==> config.mk <==
export PLATFORM = sky130hd
export DESIGN_NAME = mem_arbiter
export DESIGN_NICKNAME = d
export VERILOG_FILES = /design/src/rtl/mem_arbiter.sv
export SDC_FILE = /design/constraint.sdc
export NUM_CORES = 1
export LEC_CHECK = 0
export ABC_AREA = 1
export BUFFER_PORTS_ARGS = -buffer_cell sky130_fd_sc_hd__buf_2
export CAP_MARGIN = 20
export CORE_MARGIN = 2
export CORE_UTILIZATION = 42
export CTS_CLUSTER_DIAMETER = 200
export DETAILED_ROUTE_END_ITERATION = 6
export PLACE_DENSITY = 0.76
export SYNTH_ARGS = -nofsm -noshare
export SYNTH_HDL_FRONTEND = slang
export SYNTH_SLANG_ARGS = --single-unit
==> constraint.sdc <==
create_clock -name clk -period 1.42 [get_ports clk]
set_input_delay 0.142 -clock clk [delete_from_list [all_inputs] [get_ports clk]]
set_output_delay 0.142 -clock clk [all_outputs]
set_load 0.05 [all_outputs]
==> src/rtl/mem_arbiter.sv <==
// mem_arbiter: shares one main-memory port between the instruction-fetch side (I, read-only)
// and the data side (D, load/store). One transaction is outstanding at a time.
//
// Arbitration: D beats I, except when I has been passed over STARVE_LIMIT times in a row
// while waiting; then I is forced to win.
//
// Ports:
//   clk, rst                 clock; synchronous active-high reset
//   i_req_*                  I-side read request (valid/addr) and same-cycle ready
//   i_resp_*                 I-side one-cycle response pulse with read data
//   d_req_*                  D-side request (valid/we/addr/wdata) and same-cycle ready
//   d_resp_*                 D-side one-cycle response pulse (load data, or 0 for stores)
//   mem_req_*                registered request to memory, held stable until mem_req_ready
//   mem_resp_*               memory response/ack (for both reads and writes)
module mem_arbiter #(
  parameter int unsigned AWIDTH       = 32,
  parameter int unsigned DWIDTH       = 32,
  parameter int unsigned STARVE_LIMIT = 4
) (
  input  logic              clk,
  input  logic              rst,
  // I side
  input  logic              i_req_valid,
  input  logic [AWIDTH-1:0] i_req_addr,
  output logic              i_req_ready,
  output logic              i_resp_valid,
  output logic [DWIDTH-1:0] i_resp_data,
  // D side
  input  logic              d_req_valid,
  input  logic              d_req_we,
  input  logic [AWIDTH-1:0] d_req_addr,
  input  logic [DWIDTH-1:0] d_req_wdata,
  output logic              d_req_ready,
  output logic              d_resp_valid,
  output logic [DWIDTH-1:0] d_resp_data,
  // Memory side
  output logic              mem_req_valid,
  output logic              mem_req_we,
  output logic [AWIDTH-1:0] mem_req_addr,
  output logic [DWIDTH-1:0] mem_req_wdata,
  input  logic              mem_req_ready,
  input  logic              mem_resp_valid,
  input  logic [DWIDTH-1:0] mem_resp_data
);

  localparam logic [3:0] StarveMax = 4'(STARVE_LIMIT);

  typedef enum logic [1:0] {StIdle, StIssue, StWaitResp} state_e;
  typedef enum logic [1:0] {OwnNone, OwnI, OwnD} owner_e;

  state_e              state_q;
  owner_e              owner_q;
  logic [3:0]          starve_q;
  logic                mem_req_valid_q;
  logic                mem_req_we_q;
  logic [AWIDTH-1:0]   mem_req_addr_q;
  logic [DWIDTH-1:0]   mem_req_wdata_q;
  logic                i_resp_valid_q;
  logic [DWIDTH-1:0]   i_resp_data_q;
  logic                d_resp_valid_q;
  logic [DWIDTH-1:0]   d_resp_data_q;

  logic              in_idle;
  logic              d_wins;
  logic              grant_i;
  logic              grant_d;
  logic              resp_done;
  logic [DWIDTH-1:0] resp_payload;

  always_comb begin
    // Grants are suppressed while reset is held so every output reads 0 during reset.
    in_idle = (state_q == StIdle) && !rst;
    d_wins  = d_req_valid && (!i_req_valid || (starve_q != StarveMax));
    grant_d = in_idle && d_wins;
    grant_i = in_idle && i_req_valid && !d_wins;
    // A response accepted together with the request in ISSUE completes the transaction.
    resp_done = ((state_q == StWaitResp) && mem_resp_valid) ||
                ((state_q == StIssue) && mem_req_ready && mem_resp_valid);
    // Stores return an ack with zero data; only loads forward memory data.
    resp_payload = mem_req_we_q ? '0 : mem_resp_data;
  end

  always_ff @(posedge clk) begin
    if (rst) begin
      state_q         <= StIdle;
      owner_q         <= OwnNone;
      starve_q        <= '0;
      mem_req_valid_q <= 1'b0;
      mem_req_we_q    <= 1'b0;
      mem_req_addr_q  <= '0;
      mem_req_wdata_q <= '0;
      i_resp_valid_q  <= 1'b0;
      i_resp_data_q   <= '0;
      d_resp_valid_q  <= 1'b0;
      d_resp_data_q   <= '0;
    end else begin
      i_resp_valid_q <= 1'b0;
      d_resp_valid_q <= 1'b0;

      if (resp_done) begin
        if (owner_q == OwnI) begin
          i_resp_valid_q <= 1'b1;
          i_resp_data_q  <= resp_payload;
        end else if (owner_q == OwnD) begin
          d_resp_valid_q <= 1'b1;
          d_resp_data_q  <= resp_payload;
        end
      end

      unique case (state_q)
        StIdle: begin
          if (grant_d || grant_i) begin
            mem_req_valid_q <= 1'b1;
            state_q         <= StIssue;
          end
          if (grant_d) begin
            owner_q         <= OwnD;
            mem_req_we_q    <= d_req_we;
            mem_req_addr_q  <= d_req_addr;
            mem_req_wdata_q <= d_req_wdata;
            // Count only grants that made a waiting I lose; saturate at the limit.
            if (i_req_valid && (starve_q < StarveMax)) begin
              starve_q <= 4'(starve_q + 4'd1);
            end
          end else if (grant_i) begin
            owner_q         <= OwnI;
            mem_req_we_q    <= 1'b0;
            mem_req_addr_q  <= i_req_addr;
            mem_req_wdata_q <= '0;
            starve_q        <= '0;
          end
        end
        StIssue: begin
          if (mem_req_ready) begin
            mem_req_valid_q <= 1'b0;
            if (mem_resp_valid) begin
              state_q <= StIdle;
              owner_q <= OwnNone;
            end else begin
              state_q <= StWaitResp;
            end
          end
        end
        StWaitResp: begin
          if (mem_resp_valid) begin
            state_q <= StIdle;
            owner_q <= OwnNone;
          end
        end
        default: begin
          state_q <= StIdle;
          owner_q <= OwnNone;
        end
      endcase
    end
  end

  assign i_req_ready   = grant_i;
  assign d_req_ready   = grant_d;
  assign i_resp_valid  = i_resp_valid_q;
  assign i_resp_data   = i_resp_data_q;
  assign d_resp_valid  = d_resp_valid_q;
  assign d_resp_data   = d_resp_data_q;
  assign mem_req_valid = mem_req_valid_q;
  assign mem_req_we    = mem_req_we_q;
  assign mem_req_addr  = mem_req_addr_q;
  assign mem_req_wdata = mem_req_wdata_q;

endmodule

==> results of run 1 <==
-- routing by layer --
layer / vias to the layer above / GRT usage / routed length [microns] / part of all wire
li1: 3180 / - / - / -
met1: 2890 / 0.264 / 7440 / 0.38
met2: 262 / 0.419 / 9730 / 0.50
met3: 48 / 0.0852 / 1630 / 0.084
met4: 2 / 0.114 / 600 / 0.031
met5: - / 0 / 13 / 0.00067
-- registers in the layout (all words and copies together), names as in the netlist --
signal	cells
d_resp_data	32
d_resp_valid	1
i_resp_data	32
i_resp_valid	1
mem_req_addr	32
mem_req_valid	1
mem_req_wdata	32
mem_req_we	1
owner_q	2
starve_q	4
state_q	2
-- how the worst max path moves through the flow --
stage          slack, ns               to  cells after the start       start
2_1_floorplan      0.002  d_resp_data[11]                     11  state_q[1]
3_3_place_gp       -0.07  mem_req_addr[0]                     13  state_q[0]
3_5_place_dp       -0.13  mem_req_addr[0]                     13  state_q[0]
4_1_cts            -0.21      i_req_ready                      9  state_q[1]
5_1_grt            -0.33      i_req_ready                      9  state_q[0]
6_report           -0.26      i_req_ready                      9  state_q[0]
-- cells in the final DEF (no fill, tap or decap), types with 2 or more instances in the layout --
cell / synthesis / final
buf_2: 17 / 266
nand2_1: 194 / 188
nor2_1: 155 / 139
dfxtp_1: 140 / 135
inv_1: 76 / 72
a21oi_1: 42 / 37
dlygate4sd3_1: 0 / 37
nand2_2: 32 / 34
nand3_1: 37 / 33
o21ai_2: 1 / 30
buf_4: 5 / 25
clkbuf_16: 0 / 21
o21ai_1: 7 / 20
buf_12: 3 / 16
o21ai_0: 57 / 15
nor2_2: 1 / 12
inv_2: 6 / 8
nor2_4: 1 / 6
buf_16: 0 / 6
buf_8: 0 / 6
nand3_2: 1 / 5
a21oi_2: 0 / 5
inv_6: 0 / 5
dfxtp_2: 0 / 5
buf_6: 8 / 5
nand2_4: 0 / 4
clkinvlp_4: 0 / 4
inv_4: 1 / 3
clkinv_4: 1 / 3
ha_4: 0 / 3
ha_1: 6 / 2
bufinv_16: 0 / 2
clkinv_2: 0 / 2
-- metrics by stage --
step / power [mW] / utilization / hold WS, ns
after floorplan: 6.48 / - / 0.279
final: 12.2 / 0.674 / 0.0232
after detailed placement: 7.28 / 0.542 / 0.395
after CTS: 12.1 / 0.644 / 0.00127
after global placement: 7.25 / 0.542 / 0.391
after global routing: 12.8 / 0.674 / 0.0284
-- cells by family (layout without fill, tap and decap cells) --
family / count (synthesis) / after routing / synth area share
AND/OR/NAND/NOR: 424 / 424 / 0.299
flip-flops: 140 / 140 / 0.481
buffers and inverters: 131 / 481 / 0.112
AO/OA/AOI/OAI: 109 / 109 / 0.0958
adder cells (fa/ha/maj): 6 / 6 / 0.0129
other: 0 / 1 / 0
-- cell usage after synthesis --
master,count,share of area
nand4_1,1,0.0011
buf_6,8,0.015
a21oi_1,42,0.036
a31oi_1,1,0.0011
buf_12,3,0.010
dfxtp_1,140,0.48
ha_1,6,0.013
nand3_2,1,0.0017
o21ai_0,57,0.049
buf_1,3,0.0019
o21ai_2,1,0.0015
clkbuf_2,2,0.0017
buf_4,5,0.0064
or2_2,1,0.0011
buf_2,17,0.015
nand2_2,32,0.034
nand2_1,194,0.12
clkbuf_1,9,0.0058
clkinv_4,1,0.0015
nor3_1,1,0.00086
inv_2,6,0.0039
inv_4,1,0.0011
o21ai_1,7,0.0060
nand3_1,37,0.032
o211ai_2,1,0.0021
nor2_4,1,0.0019
nor2_1,155,0.10
inv_1,76,0.049
nor2_2,1,0.0011
-- area by class of cell --
| cell class | count | area, sq um | area share |
|---|---|---|---|
| Clock buffer | 17 | 425 | 0.0460 |
| Timing Repair Buffer | 365 | 2620 | 0.284 |
| Inverter | 84 | 328 | 0.0355 |
| Multi-Input combinational cell | 539 | 2670 | 0.289 |
| Sequential cell | 140 | 2810 | 0.304 |
| Tap cell | 180 | 225 | 0.0244 |
| Antenna cell | 1 | 2.50 | 0.000271 |
| Clock inverter | 15 | 161 | 0.0175 |
-- worst max-delay path, stage by stage (launching register included) --
cell	delay (ns)
dfxtp_2	0.33
inv_2	0.08
ha_4	0.14
inv_2	0.04
nor2_4	0.11
nand2_2	0.08
inv_2	0.09
nand2_4	0.06
clkinv_4	0.07
buf_8	0.14
-- power breakdown --
group / switching (mW) / internal, mW
logic: 2.22 / 1.24
clock network: 1.77 / 2.61
registers: 0.155 / 4.23
-- what timing repair did --
| action | in CTS | in global routing |
|---|---|---|
| setup endpoints to repair | 134 | 140 |
| hold buffers | 37 | 0 |
| setup buffers | 15 | 4 |
| pin swaps | 9 | 2 |
| resized for setup | 55 | 101 |
| cloned | 6 | 5 |
| endpoints found under the hold margin | 37 | 0 |
==> metrics.md, run 1 <==
| Metric | Value |
|---|---|
| CP required | `around 1.3 ns` |
| WL final | `19400 microns` |
| Placed insts | `1241` |
| Num rows | `43` |
| CTS tree | `yes` |
| Arr. time, crit path | `1.54 ns` |
| First-pass GRT wire length | `between 20000 and 30000 microns` |
| Mean post-synth cell area | `~7.2 sq um` |
| Startpoint type of the worst setup path | `register` |
| Worst-margin pin slew | `~0.37 ns` |
| Final hold vios | `0` |
| Vias | `roughly 6400` |
| DP Worst Slack | `-0.132 ns` |
| FF-to-FF End | `mem_req_addr[28]` |
| Routability cong. | `around 0.8` |
| Wire per inst | `14.5 microns` |
| Fin crit period | `1.68 ns` |
| Status | `finished with violations` |
| Starting density of the core | `0.425` |
| Launching point of the worst reg2reg path | `state_q[0]` |
| Num CTS Buffers | `17` |
| Placed cell areas | `around 0.0074 sq mm` |
| Ports | `between 200 and 300` |
| Number of setup violations in the final report | `between 100 and 150` |
| Initial DRC count | `308` |
| Register-to-Register Path Depth | `13` |
| Yosys reg bits | `140` |
| Violated checks | `design-rule violations, negative setup slack` |
| R2r setup slk | `-0.21 ns` |
| Fin worst setup slack | `-0.260 ns` |
| Period utilisation layout | `1.18` |
| Sequential area share after synthesis | `0.481` |
| Worst Path Class, Setup | `reg2out` |
| # fillers | `1099` |
| Synthesized cell area | `around 0.006 sq mm` |
| Number of global-route vias before repair | `5796` |
| Maxcap violations | `0` |
| CTS Root Buffer Type | `clkbuf_16` |
| Share of layout cells above drive strength 1 | `0.413` |
| Unrepaired setup endpoints after global routing | `yes` |
| Residual DRC | `10` |
| Fmax | `around 600 MHz` |
| Unique masters post-synth | `29` |
| Hold path depth | `5` |
| DRT antenna net count | `0` |
| Max Transition Viols Final | `0` |
| Core Footprint | `between 0.01 and 0.015 sq mm` |
| Worst Min Path Start | `i_req_addr[3]` |
| Yosys warns | `0` |
| Final std cells w/o fill | `1341` |
| Chip Height | `between 100 and 150 microns` |
| Setup TNS Final | `-18.80 ns` |
| Clock Latency Late Sink | `0.41 ns` |
| Synth-to-layout area growth | `58.6%` |
| Pre-Repair DR Iteration Count | `7` |
| Crit end category | `output port` |
| Pwr/cell area | `1320 mW/mm^2` |
| Clock Sink Count | `140` |
| Max VDD drop | `759 uV` |
| Clk_skew | `roughly 0.012 ns` |
| Final instance area | `between 0.009 and 0.01 sq mm` |
| Initial antenna violation count | `2` |
| Vias/cell | `4.76` |
| Die X | `about 120 microns` |
| Largest net degree at the start of global routing | `about 70` |
| Die area | `between 0.01 and 0.015 sq mm` |
| Final layout net count | `approximately 1300` |
| Net count after synthesis | `between 900 and 1000` |
| DP HPWL | `about 11000 microns` |
| H-tree lvl count | `4` |
| CTS Buffer Depth | `2` |
| Hold endpoint | `mem_req_addr[3]` |
| Port bufs | `268` |
| Post-Syn Instances | `between 800 and 900` |
| Global route overflow | `0` |
| Total track usage | `0.242` |
| CTS clk-pin slew, worst paths | `about 0.060 ns` |
| Crit path max fanout | `2` |
| LEAKAGE | `slightly below 5 nW` |
| Worst min path class | `in2reg` |
| Slew headroom | `0.752` |
(Power assumes the default switching activity.)
==> inputs of run 2 (changes only) <==
Settings changed: CORE_UTILIZATION 42 to 47, PLACE_DENSITY 0.76 to 0.8, SKIP_CTS_REPAIR_TIMING set to 1.
Clock period 1.42 ns to 1.6 ns, I/O delays scaled along.
==> metrics.md, run 2 (synthesis results as in run 1) <==
| Metric | Value |
|---|---|
| Status | `finished with violations` |
| Violated checks | `negative hold slack, negative setup slack` |
| Fin worst setup slack | `-0.104 ns (+0.156 ns)` |
| Share of layout cells above drive strength 1 | `0.372 (-0.0408)` |
| Pre-Repair DR Iteration Count | `5 (-2)` |
| Routability cong. | `0.812 (about the same)` |
| Maxcap violations | `0 (unchanged)` |
| Worst-margin pin slew | `0.385 ns (+0.0118 ns)` |
| Initial DRC count | `487 (+58%)` |
| Period utilisation layout | `1.07` |
| CTS tree | `yes` |
| Max Transition Viols Final | `0 (unchanged)` |
| Worst min path class | `in2reg` |
| Starting density of the core | `0.483 (+0.0584)` |
| Commonest non-fill, non-tap cells in the layout | `buf_2 (266), nand2_1 (190), nor2_1 (141), dfxtp_1 (136), inv_1 (72)` |
| # fillers | `954 (-13%)` |
| Die area | `0.0133 sq mm (-10%)` |
| DRT antenna net count | `0 (unchanged)` |
| Unrepaired setup endpoints after global routing | `yes` |
| Wire per inst | `14.0 microns (-3.2%)` |
| DP HPWL | `11100 microns (-0.85%)` |
| Clock Latency Late Sink | `0.42 ns (about the same)` |
| Die X | `115 microns (-5.3%)` |
| CTS Root Buffer Type | `clkbuf_16` |
| Final layout net count | `1256 (-2.5%)` |
| Initial antenna violation count | `0 (-2)` |
| Total track usage | `0.233 (-0.00951)` |
| CP required | `1.44 ns (+0.16 ns)` |
| Synth-to-layout area growth | `47.6%` |
| First-pass GRT wire length | `24500 microns (-13%)` |
| Placed insts | `1219 (-1.8%)` |
| CTS clk-pin slew, worst paths | `0.06 ns (about the same)` |
| Worst Path Class, Setup | `reg2out` |
| Largest net degree at the start of global routing | `73 (+5.8%)` |
| Clock Sink Count | `140 (unchanged)` |
| CTS Buffer Depth | `2 (unchanged)` |
| Fin crit period | `approximately 1.7 ns` |
| Chip Height | `115 microns (-5.3%)` |
| Max VDD drop | `795 uV (+4.8%)` |
| Most common cell after layout, fill and taps aside | `buf_2` |
| Crit end category | `output port` |
| LEAKAGE | `4.61 nW (-5.1%)` |
| Fmax | `slightly below 600 MHz` |
| WL met2 | `9060 microns (-6.9%)` |
| Crit path max fanout | `5 (+3)` |
| Num CTS Buffers | `17 (unchanged)` |
| Slew headroom | `0.744 (-0.00788)` |
| Arr. time, crit path | `1.54 ns (about the same)` |
| Final std cells w/o fill | `1294 (-3.5%)` |
| H-tree lvl count | `4 (unchanged)` |
| Global route overflow | `0 (unchanged)` |
| Pwr/cell area | `1250 mW/mm^2 (-5.5%)` |
| N_diodes | `0 (-1)` |
| Clk_skew | `0.00654 ns (-0.00525 ns)` |
| Max Used Layer | `met4` |
| Startpoint type of the worst setup path | `register` |
| Ports | `269 (unchanged)` |
| Residual DRC | `0 (-10)` |
| Final hold vios | `3 (+3)` |
| WL final | `18100 microns (-6.5%)` |
| Number of global-route vias before repair | `5359 (-7.5%)` |
| Hold WS | `-0.00849 ns (-0.0317 ns)` |
| Met3 WL | `1680 microns (+2.9%)` |
| Core Footprint | `0.0121 sq mm (-12%)` |
| Num rows | `40 (-7.0%)` |
| Final Util | `0.713 (+0.0393)` |
| Number of setup violations in the final report | `2 (-99%)` |
| DRT met1 WL | `7040 microns (-5.4%)` |
| Vias/cell | `4.81 (+1.0%)` |
| Vias | `6220 (-2.5%)` |
| Port bufs | `268 (unchanged)` |
-- run 2: changes by cell type in the layout (fill, tap and decap cells not counted), sizes merged --
cell         previous run  this run
buf                   324       305
bufinv                  2         3
clkbuf                 21        27
clkinv                  5         3
clkinvlp                4         1
diode                   1         0
dlygate4sd3            37        23
inv                    88        85
-- run 2: area by class of cell --
| class | count | area (sq um) | share of cell area |
|---|---|---|---|
| clock buffer | 24 | 512 | 0.0595 |
| clock inverter | 6 | 108 | 0.0125 |
| inverter | 84 | 343 | 0.0399 |
| multi-input combinational | 539 | 2500 | 0.291 |
| sequential | 140 | 2810 | 0.326 |
| tap | 168 | 210 | 0.0244 |
| timing repair buffer | 331 | 2090 | 0.243 |
| timing repair inverter | 2 | 27.5 | 0.00320 |
-- run 2: worst max-delay path, cell delays in order, from the launching register on --
cell and delay (ns):
dfxtp_2 0.33, inv_4 0.07, ha_4 0.13, inv_2 0.04, nor2_4 0.12, nand2_2 0.06
inv_2 0.08, nand2_4 0.07, inv_8 0.09, buf_12 0.13
-- run 2: per-layer routing --
metal	up-vias	GRT usage
li1	3105	-
met1	2826	0.257
met2	257	0.395
met3	32	0.107
met4	0	0.0803
met5	-	0
-- run 2: worst paths after layout --
check,startpoint,endpoint,slack [ns],cells after the start
worst max-delay path,state_q[0],i_req_ready,-0.10,9
worst min-delay path,d_req_wdata[22],mem_req_wdata[22],-0.008,3
worst max register to register,state_q[1],d_resp_data[0],0,11
worst min register to register,mem_req_wdata[28],mem_req_wdata[28],0.46,2
-- run 2: where the power goes --
group	total (mW)	internal, mW	switching [mW]
Sequential	3.89	3.75	0.137
Clock	4.10	2.68	1.42
Combinational	2.77	0.905	1.87
Total	10.8	7.34	3.42
-- run 2: stage by stage --
stage	hold WS [ns]	setup TNS, ns	total power [mW]	worst slack (ns)	area (sq um)
after floorplan	0.303	0	5.74	0.0528	5830
after global placement	0.409	-0.493	6.37	-0.0241	7300
after detailed placement	0.415	-2.15	6.39	-0.0930	7300
after global routing	0.00189	-3.34	11.2	-0.183	8600
after CTS	-0.0285	-3.24	10.5	-0.323	7920
final	-0.00849	-0.172	10.8	-0.104	8600
==> inputs of run 3 (changes only) <==
Settings changed: SETUP_SLACK_MARGIN set to 0.15.
==> metrics.md, run 3 (synthesis results as in run 1) <==
| Metric | Value |
|---|---|
| Status | `finished with violations` |
| Violated checks | `negative hold slack, negative setup slack` |
| LEAKAGE | `4.99 nW (+8.3%)` |
| Unrepaired setup endpoints after global routing | `yes` |
| Commonest non-fill, non-tap cells in the layout | `buf_2 (266), nor2_1 (154), nand2_1 (139), dfxtp_1 (135), inv_1 (71)` |
| CTS clk-pin slew, worst paths | `0.07 ns (about the same)` |
| Final Util | `0.760 (+0.0475)` |
| Slew headroom | `0.630 (-0.114)` |
| DP HPWL | `11200 microns (+1.5%)` |
| Worst-margin pin slew | `0.555 ns (+0.171 ns)` |
| Crit path max fanout | `5 (unchanged)` |
| Pwr/cell area | `1240 mW/mm^2 (-0.83%)` |
| Final hold vios | `1 (-2)` |
| Worst min path class | `in2reg` |
| Crit end category | `register` |
| Worst Path Class, Setup | `reg2reg` |
| Hold WS | `-0.00339 ns (+0.00509 ns)` |
| CP cell instances | `inv_4, ha_4, inv_2, nor2_4, nand3_2, clkinv_4, buf_6, buf_12, clkbuf_16, nand2_4, a21oi_2` |
| Met3 global-route usage | `0.0785 (-0.0285)` |
| Net Sw Frac | `0.338 (+0.0201)` |
| Die area | `0.0133 sq mm (unchanged)` |
| Largest net degree at the start of global routing | `101 (+38%)` |
| Fin worst setup slack | `-0.240 ns (-0.136 ns)` |
| Number of setup violations in the final report | `53 (+51)` |
| Max VDD drop | `820 uV (+3.1%)` |
| Arr. time, crit path | `2.14 ns (+0.60 ns)` |
| Global route overflow | `0 (unchanged)` |
| CP peak stage delay | `0.34 ns (about the same)` |
| CP required | `1.90 ns (+0.46 ns)` |
| Placed cell areas | `0.00737 sq mm (+0.94%)` |
| Number of global-route vias before repair | `5341 (-0.34%)` |
| Clk_skew | `0.00883 ns (+0.00229 ns)` |
| Combinational share of power | `0.286 (+0.029)` |
| CTS tree | `yes` |
| Setup TNS Final | `-2.11 ns (-1.94 ns)` |
| Pre-Repair DR Iteration Count | `7 (+2)` |
| Top Usage Layer GRT | `met2` |
| Worst path bufs/invs | `6 (+1)` |
| Internal | `7.53 mW (+2.7%)` |
| Num rows | `40 (unchanged)` |
| DP Worst Slack | `0.00462 ns (+0.0977 ns)` |
| Clock Sink Count | `140 (unchanged)` |
| Most common cell after layout, fill and taps aside | `buf_2` |
| H-tree lvl count | `4 (unchanged)` |
| Initial DRC count | `537 (+10%)` |
| Synth-to-layout area growth | `57.4%` |
| Die X | `115 microns (unchanged)` |
| Sequential share of power | `0.343 (-0.019)` |
| Core Footprint | `0.0121 sq mm (unchanged)` |
| Starting density of the core | `0.483 (unchanged)` |
| Clock Latency Late Sink | `0.42 ns (about the same)` |
| Vias/cell | `5.10 (+6.1%)` |
| Vias | `6674 (+7.3%)` |
| Final layout net count | `1265 (+0.72%)` |
| Period utilisation layout | `1.15 (+0.0852)` |
| Share of layout cells above drive strength 1 | `0.443 (+0.0712)` |
| Wire per inst | `16.9 microns (+21%)` |
| Fmax | `543 MHz (-7.4%)` |
| Port bufs | `268 (unchanged)` |
| Total track usage | `0.234 (+0.00139)` |
| CP max-delay cell | `dfxtp_2` |
| CTS Root Buffer Type | `clkbuf_16` |
| Residual DRC | `0 (unchanged)` |
| Num CTS Buffers | `17 (unchanged)` |
| Initial antenna violation count | `5 (+5)` |
| Final std cells w/o fill | `1309 (+1.2%)` |
| First-pass GRT wire length | `24900 microns (+1.5%)` |
| Clk pwr share | `0.371 (-0.010)` |
| Max Transition Viols Final | `0 (unchanged)` |
| Net Switching | `3.85 mW (+12%)` |
| Chip Height | `115 microns (unchanged)` |
| CTS Buffer Depth | `2 (unchanged)` |
| Maxcap violations | `0 (unchanged)` |
| Ports | `269 (unchanged)` |
| WL final | `22200 microns (+22%)` |
| Placed insts | `1226 (+0.57%)` |
| Fin crit period | `1.84 ns (+0.136 ns)` |
| Met1 Use GR | `0.272 (+0.0160)` |
| Final instance area | `0.00917 sq mm (+6.7%)` |
| DRT antenna net count | `0 (unchanged)` |
| # fillers | `830 (-13%)` |
| Routability cong. | `0.808 (-0.38%)` |
| Startpoint type of the worst setup path | `register` |
| Top cell family by delay on the critical path | `buffers and inverters` |
| Met2 usage | `0.395 (unchanged)` |
[run 3: cell count changes in the layout (fill, tap and decap cells not counted), sizes merged]
cell         delta
buf             +5
clkinv          +4
diode           +4
dlygate4sd3     +2
bufinv          +1
clkbuf          -1
clkinvlp        +1
inv             -1
[run 3: cell type report]
class	instances	area, sq um	share of cell area
Clock buffer	19	443	0.0483
Inverter	84	330	0.0360
Sequential cell	140	2810	0.306
Tap cell	168	210	0.0229
Multi-Input combinational cell	539	2890	0.315
Timing Repair Buffer	342	2290	0.250
Antenna cell	4	10.0	0.00109
Clock inverter	13	189	0.0206
[run 3: worst reg2reg max path: cells and delay by family, from the launching register on]
| kind | cells | cell delay (ns) |
|---|---|---|
| AND/OR/NAND/NOR | 3 | 0.33 |
| adder cells (fa/ha/maj) | 1 | 0.14 |
| AO/OA/AOI/OAI | 1 | 0.31 |
| flip-flops | 1 | 0.34 |
| buffers and inverters | 6 | 0.62 |
[run 3: worst paths after layout]
check,slack [ns],cells past startpoint,endpoint,start
min reg2reg,0.48,2,d_resp_data[27],d_resp_data[27]
min,-0.003,3,mem_req_wdata[18],d_req_wdata[18]
max reg2reg,-0.24,11,mem_req_wdata[8],state_q[1]
max,-0.24,11,mem_req_wdata[8],state_q[1]
[run 3: per-stage QoR]
step                power, mW  hold WS, ns
floorplan                5.74        0.297
global placement         6.39        0.408
detailed placement       6.42        0.413
CTS                      10.6      -0.0269
global route             11.8      0.00112
finish                   11.4     -0.00339
[run 3: routing by layer]
layer / share of wire / vias up
li1: - / 3120
met5: 0 / -
met2: 0.48 / 378
met1: 0.35 / 3057
met4: 0.067 / 0
met3: 0.10 / 119
[run 3: power by group through the flow]
| stage | combinational [mW] | sequential [mW] | clock [mW] |
|---|---|---|---|
| global placement | 2.45 | 3.93 | 0 |
| floorplan | 1.02 | 4.73 | 0 |
| global route | 3.44 | 3.93 | 4.41 |
| detailed placement | 2.48 | 3.94 | 0 |
| CTS | 2.49 | 3.87 | 4.23 |
| finish | 3.25 | 3.91 | 4.22 |
